--- config.mk ---
export PLATFORM = sky130hd
export DESIGN_NAME = seq_mag_comparator
export DESIGN_NICKNAME = d
export VERILOG_FILES = /design/src/rtl/cmp_pkg.sv /design/src/rtl/cmp_chunk.sv /design/src/rtl/seq_mag_comparator.sv
export SDC_FILE = /design/constraint.sdc
export NUM_CORES = 1
export LEC_CHECK = 0
export ABC_AREA = 1
export CORE_ASPECT_RATIO = 0.8
export CORE_MARGIN = 2
export CORE_UTILIZATION = 55
export DETAILED_ROUTE_END_ITERATION = 7
export GPL_TIMING_DRIVEN = 0
export HOLD_SLACK_MARGIN = 0.15
export PLACE_DENSITY = 0.92
export SETUP_SLACK_MARGIN = 0.05
export SKIP_LAST_GASP = 1
export SYNTH_ARGS = -nofsm -noshare
export SYNTH_HDL_FRONTEND = slang
export SYNTH_SLANG_ARGS = --single-unit
--- constraint.sdc ---
create_clock -name clk -period 2.8 [get_ports clk]
set_input_delay 0.56 -clock clk [delete_from_list [all_inputs] [get_ports clk]]
set_output_delay 0.56 -clock clk [all_outputs]
set_load 0.005 [all_outputs]
--- src/rtl/cmp_pkg.sv ---
// Shared definitions for the sequential magnitude comparator: FSM state
// encodings and the one-hot {gt,eq,lt} result constants.
package cmp_pkg;

    typedef enum logic [1:0] {
        IDLE = 2'd0,
        SCAN = 2'd1,
        DONE = 2'd2
    } state_t;

    // Bit order matches the {gt, eq, lt} result concatenation.
    localparam logic [2:0] CMP_LT = 3'b001;
    localparam logic [2:0] CMP_EQ = 3'b010;
    localparam logic [2:0] CMP_GT = 3'b100;

endpackage

--- src/rtl/cmp_chunk.sv ---
// DIGIT-bit combinational magnitude comparator with cascade inputs/outputs;
// a decision already made by a more significant chunk is never overridden.
module cmp_chunk #(
    parameter int DIGIT = 4
) (
    input  logic [DIGIT-1:0] a,
    input  logic [DIGIT-1:0] b,
    input  logic             gt_in,
    input  logic             eq_in,
    input  logic             lt_in,
    output logic             gt_out,
    output logic             eq_out,
    output logic             lt_out
);

    assign gt_out = gt_in | (eq_in & (a > b));
    assign lt_out = lt_in | (eq_in & (a < b));
    assign eq_out = eq_in & (a == b);

endmodule

--- src/rtl/seq_mag_comparator.sv ---
// Multi-cycle WIDTH-bit magnitude comparator, DIGIT bits per cycle, MSB chunk
// first. Define SEQ_CMP_EARLY_EXIT_EN to stop scanning at the first differing chunk.
module seq_mag_comparator
    import cmp_pkg::*;
#(
    parameter int WIDTH = 16,
    parameter int DIGIT = 4
) (
    input  logic             clk,
    input  logic             rst_n,
    input  logic             in_valid,
    output logic             in_ready,
    input  logic [WIDTH-1:0] a,
    input  logic [WIDTH-1:0] b,
    input  logic             signed_mode,
    output logic             out_valid,
    input  logic             out_ready,
    output logic             lt,
    output logic             eq,
    output logic             gt,
    output logic             busy
);

    localparam int NCHUNK = WIDTH / DIGIT;
    localparam int IDX_W  = (NCHUNK > 1) ? $clog2(NCHUNK) : 1;

    state_t             state;
    logic [WIDTH-1:0]   a_q;
    logic [WIDTH-1:0]   b_q;
    logic [IDX_W-1:0]   idx;
    logic               g_q, e_q, l_q;
    logic [DIGIT-1:0]   chunk_a, chunk_b;
    logic               g_n, e_n, l_n;
    logic               last;
    logic [WIDTH-1:0]   msb_flip;

    // Flipping the sign bit of both operands maps two's-complement order onto unsigned order.
    assign msb_flip = WIDTH'(signed_mode) << (WIDTH - 1);

    always_comb begin
        chunk_a = DIGIT'(a_q >> (int'(idx) * DIGIT));
        chunk_b = DIGIT'(b_q >> (int'(idx) * DIGIT));
    end

`ifdef SEQ_CMP_EARLY_EXIT_EN
    assign last = (idx == '0) || !e_n;
`else
    assign last = (idx == '0);
`endif

    cmp_chunk #(.DIGIT(DIGIT)) u_chunk (
        .a      (chunk_a),
        .b      (chunk_b),
        .gt_in  (g_q),
        .eq_in  (e_q),
        .lt_in  (l_q),
        .gt_out (g_n),
        .eq_out (e_n),
        .lt_out (l_n)
    );

    always_ff @(posedge clk or negedge rst_n) begin
        if (!rst_n) begin
            state     <= IDLE;
            in_ready  <= 1'b1;
            out_valid <= 1'b0;
            lt        <= 1'b0;
            eq        <= 1'b0;
            gt        <= 1'b0;
            busy      <= 1'b0;
            a_q       <= '0;
            b_q       <= '0;
            idx       <= '0;
            g_q       <= 1'b0;
            e_q       <= 1'b0;
            l_q       <= 1'b0;
        end else begin
            case (state)
                IDLE: begin
                    if (in_valid && in_ready) begin
                        a_q      <= a ^ msb_flip;
                        b_q      <= b ^ msb_flip;
                        idx      <= IDX_W'(NCHUNK - 1);
                        g_q      <= 1'b0;
                        e_q      <= 1'b1;
                        l_q      <= 1'b0;
                        in_ready <= 1'b0;
                        busy     <= 1'b1;
                        state    <= SCAN;
                    end
                end
                SCAN: begin
                    g_q <= g_n;
                    e_q <= e_n;
                    l_q <= l_n;
                    if (last) begin
                        out_valid <= 1'b1;
                        gt        <= g_n;
                        eq        <= e_n;
                        lt        <= l_n;
                        state     <= DONE;
                    end else begin
                        idx <= idx - 1'b1;
                    end
                end
                DONE: begin
                    if (out_valid && out_ready) begin
                        out_valid <= 1'b0;
                        gt        <= 1'b0;
                        eq        <= 1'b0;
                        lt        <= 1'b0;
                        in_ready  <= 1'b1;
                        busy      <= 1'b0;
                        state     <= IDLE;
                    end
                end
                default: begin
                    out_valid <= 1'b0;
                    in_ready  <= 1'b1;
                    busy      <= 1'b0;
                    state     <= IDLE;
                end
            endcase
        end
    end

endmodule

==> impl_results.md <==
- Relative slew slack: 0.785
- Initial core utilization: 0.570
- Nets@finish: roughly 360
- Class of the worst hold path: input pin to asynchronous set/reset pin
- Number of synthesis warnings: 0
- DRT iter0 DRCs: 130
- Core area: approximately 3800 um^2
- Worst skew pair latency: around 0.30 ns
- HPWL after DPL: ~3.2 mm
- Final TNS setup: 0 ns
- # resized after CTS: 0
- Total Power: ~2.9 mW
- Worst Setup Start Kind: register
- # Post-CTS Setup Buffers: 0
- Post-DRT Antenna Nets: 0
- Initial antenna violation count: 0
- Status: completed
- Switching share of power: 0.400
- Die width: 73.7 um
- Vias: between 1500 and 2000
- First-pass GRT wire length: roughly 7.5 mm
- DRT Pass-1 Iters: 4
- Io pins: between 40 and 50
- Post-Syn Area: 2140 um^2
- Syn avg cell area: 8.10 um^2
- Largest net degree at the start of global routing: 33
- Number of diodes: 0
- Die H: between 50 and 60 um
- Die ar.: 4410 um^2
- CTS clock-pin slew for the worst setup and hold paths: 0.08 ns
- Net Sw Power: between 1 and 1.5 mW
- Final period util: 0.784
- Final Wtd Congestion: ~0.9
- Reg2Reg Setup Slack: roughly 0.60 ns
- Grt ovf: 0
- Area growth syn-to-layout: 27.7%
- Maximum clock rate: about 460 MHz
- R2R depth: 13
- Critical Path AT: about 2.4 ns
- PortBufs: 42
- Placed Cells: ~350
- CP required: 3.00 ns
- Per-cell routed wire length: around 12 um
- Hold buffers post-CTS: 0
- Share of power burned in registers: 0.383
- Finished Layout Cells: approximately 360
- Synth Register Bits: 45
- Final hold violations: 0
- Clock power share: 0.147
- CTS H-Tree Depth: 2
- Share of layout cells above drive strength 1: 0.0889
- Worst Setup EP: gt
- DRC viols: 0
- Critical path class: register to register
- Row Count: 20
- Reg2Reg Launch Point: idx[0]
- Critical path capture point type: register
- CTS tree: done
- Minimum clock period: 2.20 ns
- Pwr dens: between 1000 and 1500 nW/um^2
- Slew Limit Fails: 0
- Max-cap violations: 0
- Critical Path Source: idx[0]
- Peak VDD IR: 573 uV
- Slew @ Worst Pin: 0.323 ns
- Clock Skews: roughly 0.0046 ns
- RSZ-0062 raised after global routing: false
- CTS Root Cell: clkbuf_8
- Clk sink count: 45
- Tot GR Track Use: 0.232
- Internal Dissipation: about 1.8 mW
- Synthesized Nets: about 300
- Mapped Cells: between 200 and 300
- Final setup viols: 0
- Final wirelength: 4.43 mm
- LEAKAGE: 1.39 nW
- Total CTS buffers: 5
- CP Max Fanout: 10
- Clock buffer depth: 2
- Via count of the first global-routing pass: between 1500 and 2000
- Comb pwr share: 0.470
- Vias per inst: 5.08
- Register area share after synthesis: 0.527
- Netlist cell types: 21
- Worst reg2reg endpoint: gt
## final cells by class
type                    instances  area, um^2
multi-input cells             193         866
inverters                      15        56.3
plain buffers                  11        90.1
clock inverters                 1        5.00
clock buffers                   7        96.3
repair buffers                 43         435
fillers                       286        1020
flip-flops and latches         45        1130
well taps                      44        55.1
## power groups by stage
stage	Combinational, mW	Clock [mW]	Sequential (mW)
after floorplan	0.983	0	1.09
after detailed placement	1.36	0	1.13
after CTS	1.38	0.440	1.12
after global routing	1.60	0.462	1.16
after global placement	1.30	0	1.12
final	1.38	0.433	1.13
## placed cells by master, fill, tap and decap left out
cell type        count
o21ai_1              2
a21oi_1             10
a32o_1               4
a31oi_1              1
dfstp_2              1
buf_2                4
inv_1               13
inv_2                2
buf_4                4
xnor2_1              2
nor2_1              11
nand3_1              2
nand2_2              1
nor2_2               2
ha_1                 5
nand3_2              1
buf_12               1
clkbuf_8             7
buf_6                4
nand2_1            133
o21ai_0             15
o22ai_1              4
clkinv_2             1
dfrtp_1             44
clkdlybuf4s50_1     41
## cells in the mapped netlist
master,number,share of area
nand2_1,133,0.23
dfrtp_1,44,0.51
o21ai_0,15,0.035
inv_1,13,0.023
nor2_1,11,0.019
a21oi_1,10,0.023
ha_1,5,0.029
a32o_1,4,0.019
buf_4,4,0.014
buf_6,4,0.021
o22ai_1,4,0.012
buf_2,3,0.0070
inv_2,2,0.0035
nand3_1,2,0.0047
nor2_2,2,0.0058
o21ai_1,2,0.0047
xnor2_1,2,0.0082
a31oi_1,1,0.0029
dfstp_2,1,0.012
nand2_2,1,0.0029
nand3_2,1,0.0047
## stage by stage
stage / hold slack [ns] / setup WS [ns] / cell area, um^2 / utilization
final: 0.143 / 0.605 / 2730 / 0.728
after global routing: 0.166 / 0.338 / 2730 / 0.728
after CTS: 0.150 / 0.631 / 2730 / 0.728
after detailed placement: 0.465 / 0.738 / 2630 / 0.701
after global placement: 0.455 / 0.0522 / 2620 / 0.697
after floorplan: 0.264 / 1.03 / 2140 / -
## kinds of logic (layout without fill, tap and decap cells)
family          after synthesis  after routing  share of synthesized area
simple gates                150            150                      0.271
flops                        45             45                      0.527
compound gates               36             36                     0.0965
buf+inv                      26             77                     0.0684
fa+ha+maj                     5              5                     0.0292
xor+xnor                      2              2                    0.00819
## metal layers
metal,wire length (um),vias up,GRT usage,share of wire
met5,0,-,0,0
met4,76,0,0.106,0.017
met3,233,9,0.0523,0.053
met2,2210,59,0.383,0.50
met1,1910,822,0.295,0.43
li1,-,934,-,-
## registers in the layout, summed over array words and instances (netlist names)
register and count:
a_q 16, b_q 16, idx 2, state 2
busy 1, e_q 1, eq 1, g_q 1
gt 1, in_ready 1, l_q 1, lt 1
out_valid 1
## worst max-delay path, cell delays in order (launching register included)
cell and delay (ns):
dfrtp_1 0.33, buf_2 0.20, inv_2 0.12, buf_4 0.19, o21ai_0 0.25, o22ai_1 0.12
ha_1 0.30, nand2_1 0.06, nor2_1 0.21, nor2_1 0.07, nand2_1 0.09, nand2_1 0.05
nand2_1 0.05, nand2_1 0.05
## worst min-delay path by stage
stage,startpoint,to,slack [ns],cells past startpoint
floorplan,rst_n,a_q[0],0.26,0
global placement,eq,eq,0.45,2
detailed placement,a_q[9],a_q[9],0.46,2
CTS,rst_n,busy,0.15,1
global route,rst_n,busy,0.17,1
finish,rst_n,busy,0.14,1
Note: power is estimated with default switching activity, not from simulation.
